<file path="src/rtl/rv32_decode_ctrl.sv">
// RV32 decode-stage controller: opcode classification, immediate-type select,
// a valid/ready register stage with a 2-entry skid buffer, flush and stall counting.
package rv32_decode_pkg;
    typedef logic [31:0] rv32_instr_t;

    typedef enum logic [2:0] {
        RV32_TYPE_I = 3'd0,
        RV32_TYPE_S = 3'd1,
        RV32_TYPE_B = 3'd2,
        RV32_TYPE_U = 3'd3,
        RV32_TYPE_J = 3'd4
    } rv32_type_enum_t;

    typedef struct packed {
        rv32_instr_t     instr;
        logic [31:0]     pc;
        rv32_type_enum_t imm_type;
        logic            uses_imm;
        logic            illegal;
    } rv32_entry_t;
endpackage

module rv32_decode_ctrl
    import rv32_decode_pkg::*;
#(
    parameter int STALL_CNT_W = 16
) (
    input  logic                   clk,
    input  logic                   rst,
    input  logic                   flush,
    input  logic                   if_valid,
    output logic                   if_ready,
    input  rv32_instr_t            if_instr,
    input  logic [31:0]            if_pc,
    output logic                   id_valid,
    input  logic                   id_ready,
    output rv32_instr_t            id_instr,
    output logic [31:0]            id_pc,
    output rv32_type_enum_t        id_imm_type,
    output logic                   id_uses_imm,
    output logic                   id_illegal,
    output logic [STALL_CNT_W-1:0] stall_cnt
);
    localparam logic [STALL_CNT_W-1:0] STALL_MAX = '1;

    // Handshake: a beat moves on any rising clk edge where valid && ready are both 1;
    // the producer holds valid and data stable until that edge, and ready never
    // depends combinationally on valid.
    rv32_entry_t main_ent, skid_ent, in_ent;
    logic        main_valid, skid_valid;
    logic        in_xfer, out_xfer;
    logic [STALL_CNT_W-1:0] stall_q;

    always_comb begin
        in_ent          = '0;
        in_ent.instr    = if_instr;
        in_ent.pc       = if_pc;
        in_ent.imm_type = RV32_TYPE_I;
        in_ent.uses_imm = 1'b1;
        in_ent.illegal  = 1'b0;
        case (if_instr[6:0])
            7'b0000011, 7'b0001111, 7'b0010011,
            7'b1100111, 7'b1110011:             in_ent.imm_type = RV32_TYPE_I;
            7'b0100011:                         in_ent.imm_type = RV32_TYPE_S;
            7'b1100011:                         in_ent.imm_type = RV32_TYPE_B;
            7'b0110111, 7'b0010111:             in_ent.imm_type = RV32_TYPE_U;
            7'b1101111:                         in_ent.imm_type = RV32_TYPE_J;
            7'b0110011:                         in_ent.uses_imm = 1'b0;
            // Opcodes with instr[1:0] != 2'b11 also land here.
            default: begin
                in_ent.uses_imm = 1'b0;
                in_ent.illegal  = 1'b1;
            end
        endcase
    end

    assign in_xfer  = if_valid && !skid_valid;
    assign out_xfer = main_valid && id_ready;

    always_ff @(posedge clk or posedge rst) begin
        if (rst) begin
            main_valid        <= 1'b0;
            skid_valid        <= 1'b0;
            main_ent          <= '0;
            main_ent.imm_type <= RV32_TYPE_I;
            skid_ent          <= '0;
            skid_ent.imm_type <= RV32_TYPE_I;
        end else if (flush) begin
            main_valid <= 1'b0;
            skid_valid <= 1'b0;
        end else if (out_xfer && skid_valid) begin
            main_ent   <= skid_ent;
            skid_valid <= 1'b0;
        end else if (in_xfer && (!main_valid || out_xfer)) begin
            main_ent   <= in_ent;
            main_valid <= 1'b1;
        end else if (in_xfer) begin
            skid_ent   <= in_ent;
            skid_valid <= 1'b1;
        end else if (out_xfer) begin
            main_valid <= 1'b0;
        end
    end

    // Flush does not clear the counter; it only suppresses counting on that edge.
    always_ff @(posedge clk or posedge rst) begin
        if (rst) begin
            stall_q <= '0;
        end else if (!flush && main_valid && !id_ready && stall_q != STALL_MAX) begin
            stall_q <= stall_q + STALL_CNT_W'(1);
        end
    end

    assign if_ready    = !skid_valid;
    assign id_valid    = main_valid;
    assign id_instr    = main_ent.instr;
    assign id_pc       = main_ent.pc;
    assign id_imm_type = main_ent.imm_type;
    assign id_uses_imm = main_ent.uses_imm;
    assign id_illegal  = main_ent.illegal;
    assign stall_cnt   = stall_q;
endmodule

</file>
<file path="config.mk">
export PLATFORM = sky130hd
export DESIGN_NAME = rv32_decode_ctrl
export DESIGN_NICKNAME = d
export VERILOG_FILES = /design/src/rtl/rv32_decode_ctrl.sv
export SDC_FILE = /design/constraint.sdc
export NUM_CORES = 1
export LEC_CHECK = 0
export CAP_MARGIN = 20
export CORE_ASPECT_RATIO = 1.1
export CORE_UTILIZATION = 30
export CTS_CLUSTER_DIAMETER = 200
export DETAILED_ROUTE_END_ITERATION = 7
export PLACE_DENSITY_LB_ADDON = 0.08
export SLEW_MARGIN = 20
export SYNTH_ARGS = -nofsm -noshare
export SYNTH_HDL_FRONTEND = slang
export SYNTH_SLANG_ARGS = --single-unit
</file>
<file path="constraint.sdc">
create_clock -name clk -period 7.8 [get_ports clk]
set_clock_uncertainty 0.2 [all_clocks]
set_input_delay 1.56 -clock clk [delete_from_list [all_inputs] [get_ports clk]]
set_output_delay 1.56 -clock clk [all_outputs]
set_load 0.02 [all_outputs]
</file>
==> results.txt, run 1 <==
The flow ran to the end, and the final reports show no timing, DRC or antenna violations. The die covers 0.0228 mm^2. The synthesized net count is 707. The worst slew margin relative to its limit is 38.1%. The class of the most critical setup path is input pin to flip-flop. The post-DP HPWL came out at 10100 um.

The largest individual stage delay along the critical path comes from the cell buf_4. For this design, the CTS-stage hold fixing added 0 buffers. The number of global-route vias before repair is between 5000 and 6000. The post-route minimum period came out at a little over 4000 ps. The global-route total usage across every layer came out at 15.0%. The share of cells above drive strength 1 is 13.6%. The share of synthesized registers carrying an async set or reset came out at 100%. The required time of the critical path is 7890 ps.

The total vias in the final route came out at ~5000. The reg-to-reg setup timing slack is 4830 ps. The detail-routed net length per standard cell is 15.0 um. The internal power contribution came out at 1.79 mW. The count of antenna-violating nets left after detailed routing came out at 0. In this design, the stage delay of the slowest critical-path cell is slightly above 700 ps.

TritonCTS built the clock tree. For met3 alone, demand over resource in global routing was 4.57%. The portion of total power attributed to sequential cells is a little over two fifths. Setup repair after global routing left no endpoint under its margin. At the end of the flow, the number of nets in the layout was 844. From synthesis to final layout, the design area changed by 36.4%. In this run, synthesis produced a sequential element count of approximately 160. The number of diodes is 0.

The number of cells in the design after placement is 1045. For the pin with the worst max-slew slack, the measured transition is 928 ps. The worst ir drop on vdd came out at 0.000142 V. In this run, synthesis inferred 0 flip-flops with an integrated enable.

Leaving out fill and tap cells, the most frequent cell in the layout is dfrtp_1. CTS placed an instance of clkbuf_16 at the clock tree root. The analysis attributes to cell leakage a power of 3.84 nW. The area of the mapped netlist came out at 0.00666 mm^2. The post-route setup TNS came out at 0 ps. In this run the power density over the cells is between 200 and 300 mW/mm^2.

Synthesis produced 637 cells. The category of the worst setup path launch point is an input pin. The hold violation total from the final report is 0.

Setup violations remaining at the end of the flow were counted as 0. The tightest min-delay check is of the flip-flop to flip-flop type. The detailed router finished its first iteration with 176 violations. The final weighted congestion of routability-driven global placement came out at 0.727. The cell seen most often among critical-path stages is buf_4. The largest driver fanout on the critical path is 76. The highest achievable clock rate came out at 242 MHz. The number of gates given a new drive strength after cts came out at 0.

The average instance area after synthesis came out at 10.5 um^2. The per-cell via count in the routed design came out at 4.64. The number of max-slew violations in the final report is 0.

The share of the Yosys chip area taken by registers is approximately three fifths. The proportion of total power due to net switching came out at 27.1%. The final wirelength came out at 16100 um.

The number of port buffers is 155. For this run, design rule violations remaining after detail routing come to 0. At the end of the flow the core is filled with cells to 42.1%. Leaving out fill and tap cells, the most frequent cells in the layout are dfrtp_1 (156), clkdlybuf4s50_1 (155), nand2_1 (151), nor2_1 (76), a31oi_1 (67). The die boundary width came out at 144 um.

met2 is the most crowded layer. The number of antenna violations at the first check in global routing came out at 0. The total grt overflow is 0. Grouping stages by cell kind, the critical path spends the most delay in buffers and inverters. The number of buffers created by CTS came out at 17.

The placement row count came out at 56. The region available for standard cell placement spans 0.0216 mm^2. The post-CTS setup-driven buffer insertion count is 0. The number of unique standard cell types used by synthesis came out at 40.

The clock edge transition at the registers on the reported setup and hold paths came out at 60 ps. The part of the power in the clock network is 35.3%. The wire length of the first global-routing pass is around 26000 um. The maximum number of pins on one net before global-route repair came out at approximately 110. The number of placed I/O pins is roughly 160. The clock latency on the worst-skew pair came out at 410 ps.

The number of warnings printed during yosys synthesis is 0. The first TritonRoute pass finished after 6 iterations. The final cell count without fillers is around 1100.

The tree built by TritonCTS fans out to 156 sinks. STA classifies the critical path endpoint as a flip-flop. The die height is 158 um. For this design the total switching power over the nets is 0.664 mW. The met1 global-route usage came out at 19.4%. The number of buffers and inverters on the critical path came out at 4. The starting density of the core came out at a little under a third. The share of total power in combinational logic came out at 21.1%. For met2 alone, demand over resource in global routing was approximately a quarter. Dividing the final minimum period by the clock period gives between 50% and 60%.

The number of levels in the clock H-tree is 4. Among all flip-flop cells after synthesis, the most frequent one is dfrtp_1. The number of buffers on the longest clock path came out at 2.

The critical path data arrival time is 4230 ps. The critical path goes through clkdlybuf4s50_1, inv_1, a221oi_4, buf_4, buf_4, o311ai_0, o21a_1. The total of max-cap violations is 0.
==> power by group through the flow <==
stage	clock (mW)	combinational [mW]	sequential (mW)
after floorplan	0	0.200	1.16
after global placement	0	0.518	1.08
after detailed placement	0	0.526	1.08
after CTS	0.901	0.528	1.07
after global routing	0.934	0.567	1.09
final	0.866	0.519	1.07
==> kinds of logic (layout without fill, tap and decap cells) <==
kind of cell | after synthesis | after routing | share of synthesized area, %
flip-flops | 156 | 156 | 58.6
multiplexers | 64 | 64 | 10.9
XOR/XNOR | 14 | 14 | 1.84
buffers and inverters | 50 | 198 | 3.42
AND/OR/NAND/NOR | 256 | 256 | 15.6
AO/OA/AOI/OAI | 96 | 96 | 9.41
adder cells (fa/ha/maj) | 1 | 1 | 0.188
==> worst min-delay path, stage by stage, from the launching register on <==
cell and delay [ps]:
dfrtp_1 340, nand2_1 50, o21ai_0 60
==> flip-flops by register name, summed over array words and instances, names as in the netlist <==
register,flops
skid_valid,1
skid_ent,69
id_pc,32
id_instr,32
id_illegal,1
stall_cnt,16
id_uses_imm,1
id_valid,1
id_imm_type,3
==> cell type report <==
type | count | area [um^2]
clock inverter | 11 | 168
inverter | 8 | 37.5
sequential | 156 | 3900
fill | 2130 | 12500
timing repair buffer | 160 | 1600
clock buffer | 19 | 443
multi-input combinational | 431 | 2570
tap | 290 | 363
==> synthesized netlist by cell type, drive strengths merged, types with 2 or more instances <==
master   count  area [um^2]
buf         12         85.1
nor2b        2         12.5
nand4        4         25.0
mux2        64          728
nand2      151          567
o21ai        6         30.0
and3         2         12.5
a221oi       2         17.5
nor2        77          289
a21oi        8         40.0
xor2         8         70.1
clkbuf      30          113
nand3        6         30.0
nor3         3         15.0
o31ai        4         30.0
o21a         2         15.0
dfrtp      156         3900
inv          8         30.0
a31oi       67          419
nor3b        2         15.0
a2111oi      2         23.8
xnor2        6         52.6
==> layer usage <==
layer  routed length, um  part of all wire (%)
met5                   0                     0
met4                 125                  0.77
met3                 960                   5.9
met2                7620                    47
met1                7440                    46
==> worst paths after layout <==
| kind | from | end | cells past startpoint |
|---|---|---|---|
| worst min-delay path | skid_ent[41] | skid_ent[41] | 2 |
| worst max register to register | skid_valid | id_uses_imm | 7 |
| min in group asynchronous | rst | id_pc[12] | 2 |
| worst max-delay path | id_ready | id_uses_imm | 7 |
| worst min register to register | skid_ent[41] | skid_ent[41] | 2 |
| max in group asynchronous | rst | id_pc[4] | 3 |
==> stage by stage <==
| stage | setup slack, ps | total power [mW] | cell area (um^2) | hold slack, ps |
|---|---|---|---|---|
| finish | 3660 | 2.45 | 9080 | 280 |
| global route | 3420 | 2.59 | 9080 | 313 |
| CTS | 3630 | 2.50 | 9080 | 286 |
| detailed placement | 3210 | 1.61 | 8470 | 268 |
| global placement | 3210 | 1.60 | 8450 | 260 |
| floorplan | 1830 | 1.36 | 6660 | 245 |
Power figures use the tool's default switching activity.
==> run 2: changes to the inputs <==
==> constraint.sdc (replaced) <==
create_clock -name clk -period 3.5 [get_ports clk]
set_clock_uncertainty 0.2 [all_clocks]
set_input_delay 0.7 -clock clk [delete_from_list [all_inputs] [get_ports clk]]
set_output_delay 0.7 -clock clk [all_outputs]
set_load 0.02 [all_outputs]
==> run 2 against run 1 <==
  * Design area grew 1.3%
  * Global-route usage grew 0.24 points
  * Via count grew 1.7%
  * Power grew 120%
  * Highest routed layer unchanged
  * Routed wire length grew 1.7%
  * Largest cell class unchanged
  * Register-to-register slack lost 3700 ps
==> results.txt, run 2 (synthesis results as in run 1) <==
The register ranked first by flip-flop count is skid_ent. Gates resized during post-CTS repair numbered 0. At the placement stage, the worst setup path has a slack of around 430 ps. The leakage power summed over all cells is approximately 4 nW. Clock tree synthesis selected as its root buffer the cell clkbuf_16. The library cell used most frequently in the layout, excluding fill and tap cells, is dfrtp_1. For the pin with the worst max-slew slack, the measured transition is ~730 ps. The number of hold-repair buffers added at the cts stage came out at 0. The number of detailed-routing iterations run before antenna repair is 4.

The number of max-slew violations in the final report was 0. The final-layout fill cell count came out at 2137. The stage delay of the slowest cell on the critical path is 500 ps. Power spread over the standard cell area amounts to around 600 mW/mm^2. The number of port buffers came out at 155. The post-CTS setup-driven buffer insertion count is 0. The number of diodes is 0.

For this run, the post-layout net count is 849. The worst setup path is of the input pin to flip-flop kind. The area growth from synthesis to layout is 38.2%. After floorplanning, the core was divided into 56 placement rows. The starting density of the core came out at 30.9%. The number of cells in the design after placement came out at 1050. The die boundary width came out at 144 um.

After clock tree synthesis, the clock-pin slew on the worst setup and hold paths is 60 ps. The final cell count without fillers came out at between 1000 and 1500. The post-route setup TNS is 0 ps. The hold violation total from the final report is 0. The total of max-cap violations is 0. The highest achievable clock rate is 382 MHz. The category of the worst setup path launch point is an input pin.

Global routing used 15.3% of the available tracks across all layers. The share of cells above drive strength 1 came out at between 10% and 20%. The placeable core region is 0.0216 mm^2. The worst slew margin relative to its limit came out at 51.3%. The congestion estimate from routability-driven global placement came to 0.739. Clock tree synthesis found a total of 156 sinks. Setup violations remaining at the end of the flow were counted as 0.

With fillers left out, the area of the finished cells amounts to 0.00920 mm^2. TritonCTS built the clock tree. The number of antenna violations at the first check in global routing is 0. The remaining routing DRC violations came out at 0. The die height is 158 um. For this design, the slowest cell found on the critical path is clkdlybuf4s50_1.

The routed layout has about 5000 vias. The worst setup path is captured at a flip-flop. The critical path goes through clkdlybuf4s50_1, or3b_4, or2_4, buf_16, mux2_4. The total grt overflow came out at 0. The worst hold path belongs to the class flip-flop to flip-flop. Entering global routing, the biggest net connects 64 pins. The detail-routed net length per standard cell came out at 15.2 um. The number of placed I/O pins came out at 156.

The post-route minimum period is 2620 ps. Hold timing on the final database bottoms out at a slack of 282 ps. The largest driver fanout on the critical path came out at 44.

The number of buffers on the longest clock path came out at 2. The placement-stage cell area came out at 0.00859 mm^2. The count of antenna-violating nets left after detailed routing is 0.

The die covers roughly 0.023 mm^2. The number of DRC violations after detailed-routing iteration 0 came out at 261. The critical path data arrival time came out at 2720 ps. The number of global-route vias before repair is 5028. The wire length of the first global-routing pass is about 27000 um. The per-cell via count in the routed design came out at approximately 4.7. The final wirelength is about 16000 um. The number of levels in the clock H-tree came out at 4.

The library cells used most frequently in the layout, excluding fill and tap cells, are dfrtp_1 (156), clkdlybuf4s50_1 (155), nand2_1 (151), nor2_1 (76), a31oi_1 (67). Once routing completed, OpenROAD measured the worst setup slack at approximately 880 ps. The required time of the critical path came out at about 3600 ps. The post-DP HPWL is 10800 um.

The run finished with clean final reports. Setup repair after global routing left no endpoint under its margin. The clock latency on the worst-skew pair is 430 ps. The number of flip-flops under the largest register name came out at 69.

The worst ir drop on vdd came out at about 0.00034 V. The final cycle utilization of the critical path came out at 74.9%. The number of buffers created by CTS is 17.
==> run 2: path summary, 6_finish.rpt <==
kind	depth (start not counted)	slack (ps)	end	start
worst min-delay path	2	280	skid_ent[43]	skid_ent[43]
worst max register to register	4	1140	skid_ent[5]	id_valid
max in group asynchronous	3	1880	id_instr[25]	rst
worst min register to register	2	280	skid_ent[43]	skid_ent[43]
worst max-delay path	5	880	skid_ent[5]	flush
min in group asynchronous	2	550	skid_ent[46]	rst
==> run 2: metrics by stage <==
step | power (mW) | utilization [%]
2_1_floorplan | 3.02 | -
6_report | 5.49 | 42.6
5_1_grt | 5.78 | 42.6
3_5_place_dp | 3.60 | 39.8
3_3_place_gp | 3.57 | 39.7
4_1_cts | 5.58 | 42.6
==> run 2: layer usage <==
layer  vias to the layer above  routed length [um]  GRT usage [%]
met5                         -                   0              0
li1                       2458                   -              -
met4                         0                 175           5.17
met2                       114                7850           24.7
met1                      2487                7530           19.7
met3                         9                 865           4.06
==> run 2: critical path: cells and delay by family <==
| family | cells | cell delay [ps] |
|---|---|---|
| simple gates | 2 | 890 |
| buf+inv | 2 | 780 |
| mux | 1 | 320 |
==> run 2: cell type report <==
| type | instances | area, um^2 | area share [%] |
|---|---|---|---|
| flip-flops and latches | 156 | 3900 | 42.4 |
| inverters | 8 | 33.8 | 0.367 |
| repair buffers | 165 | 1720 | 18.7 |
| well taps | 290 | 363 | 3.94 |
| multi-input cells | 431 | 2570 | 27.9 |
| clock inverters | 11 | 168 | 1.82 |
| clock buffers | 19 | 443 | 4.81 |
==> run 2: power by group <==
part / switching, mW / internal (mW) / total [mW]
clock: 0.732 / 1.20 / 1.94
combinational: 0.546 / 0.623 / 1.17
sequential: 0.209 / 2.17 / 2.38
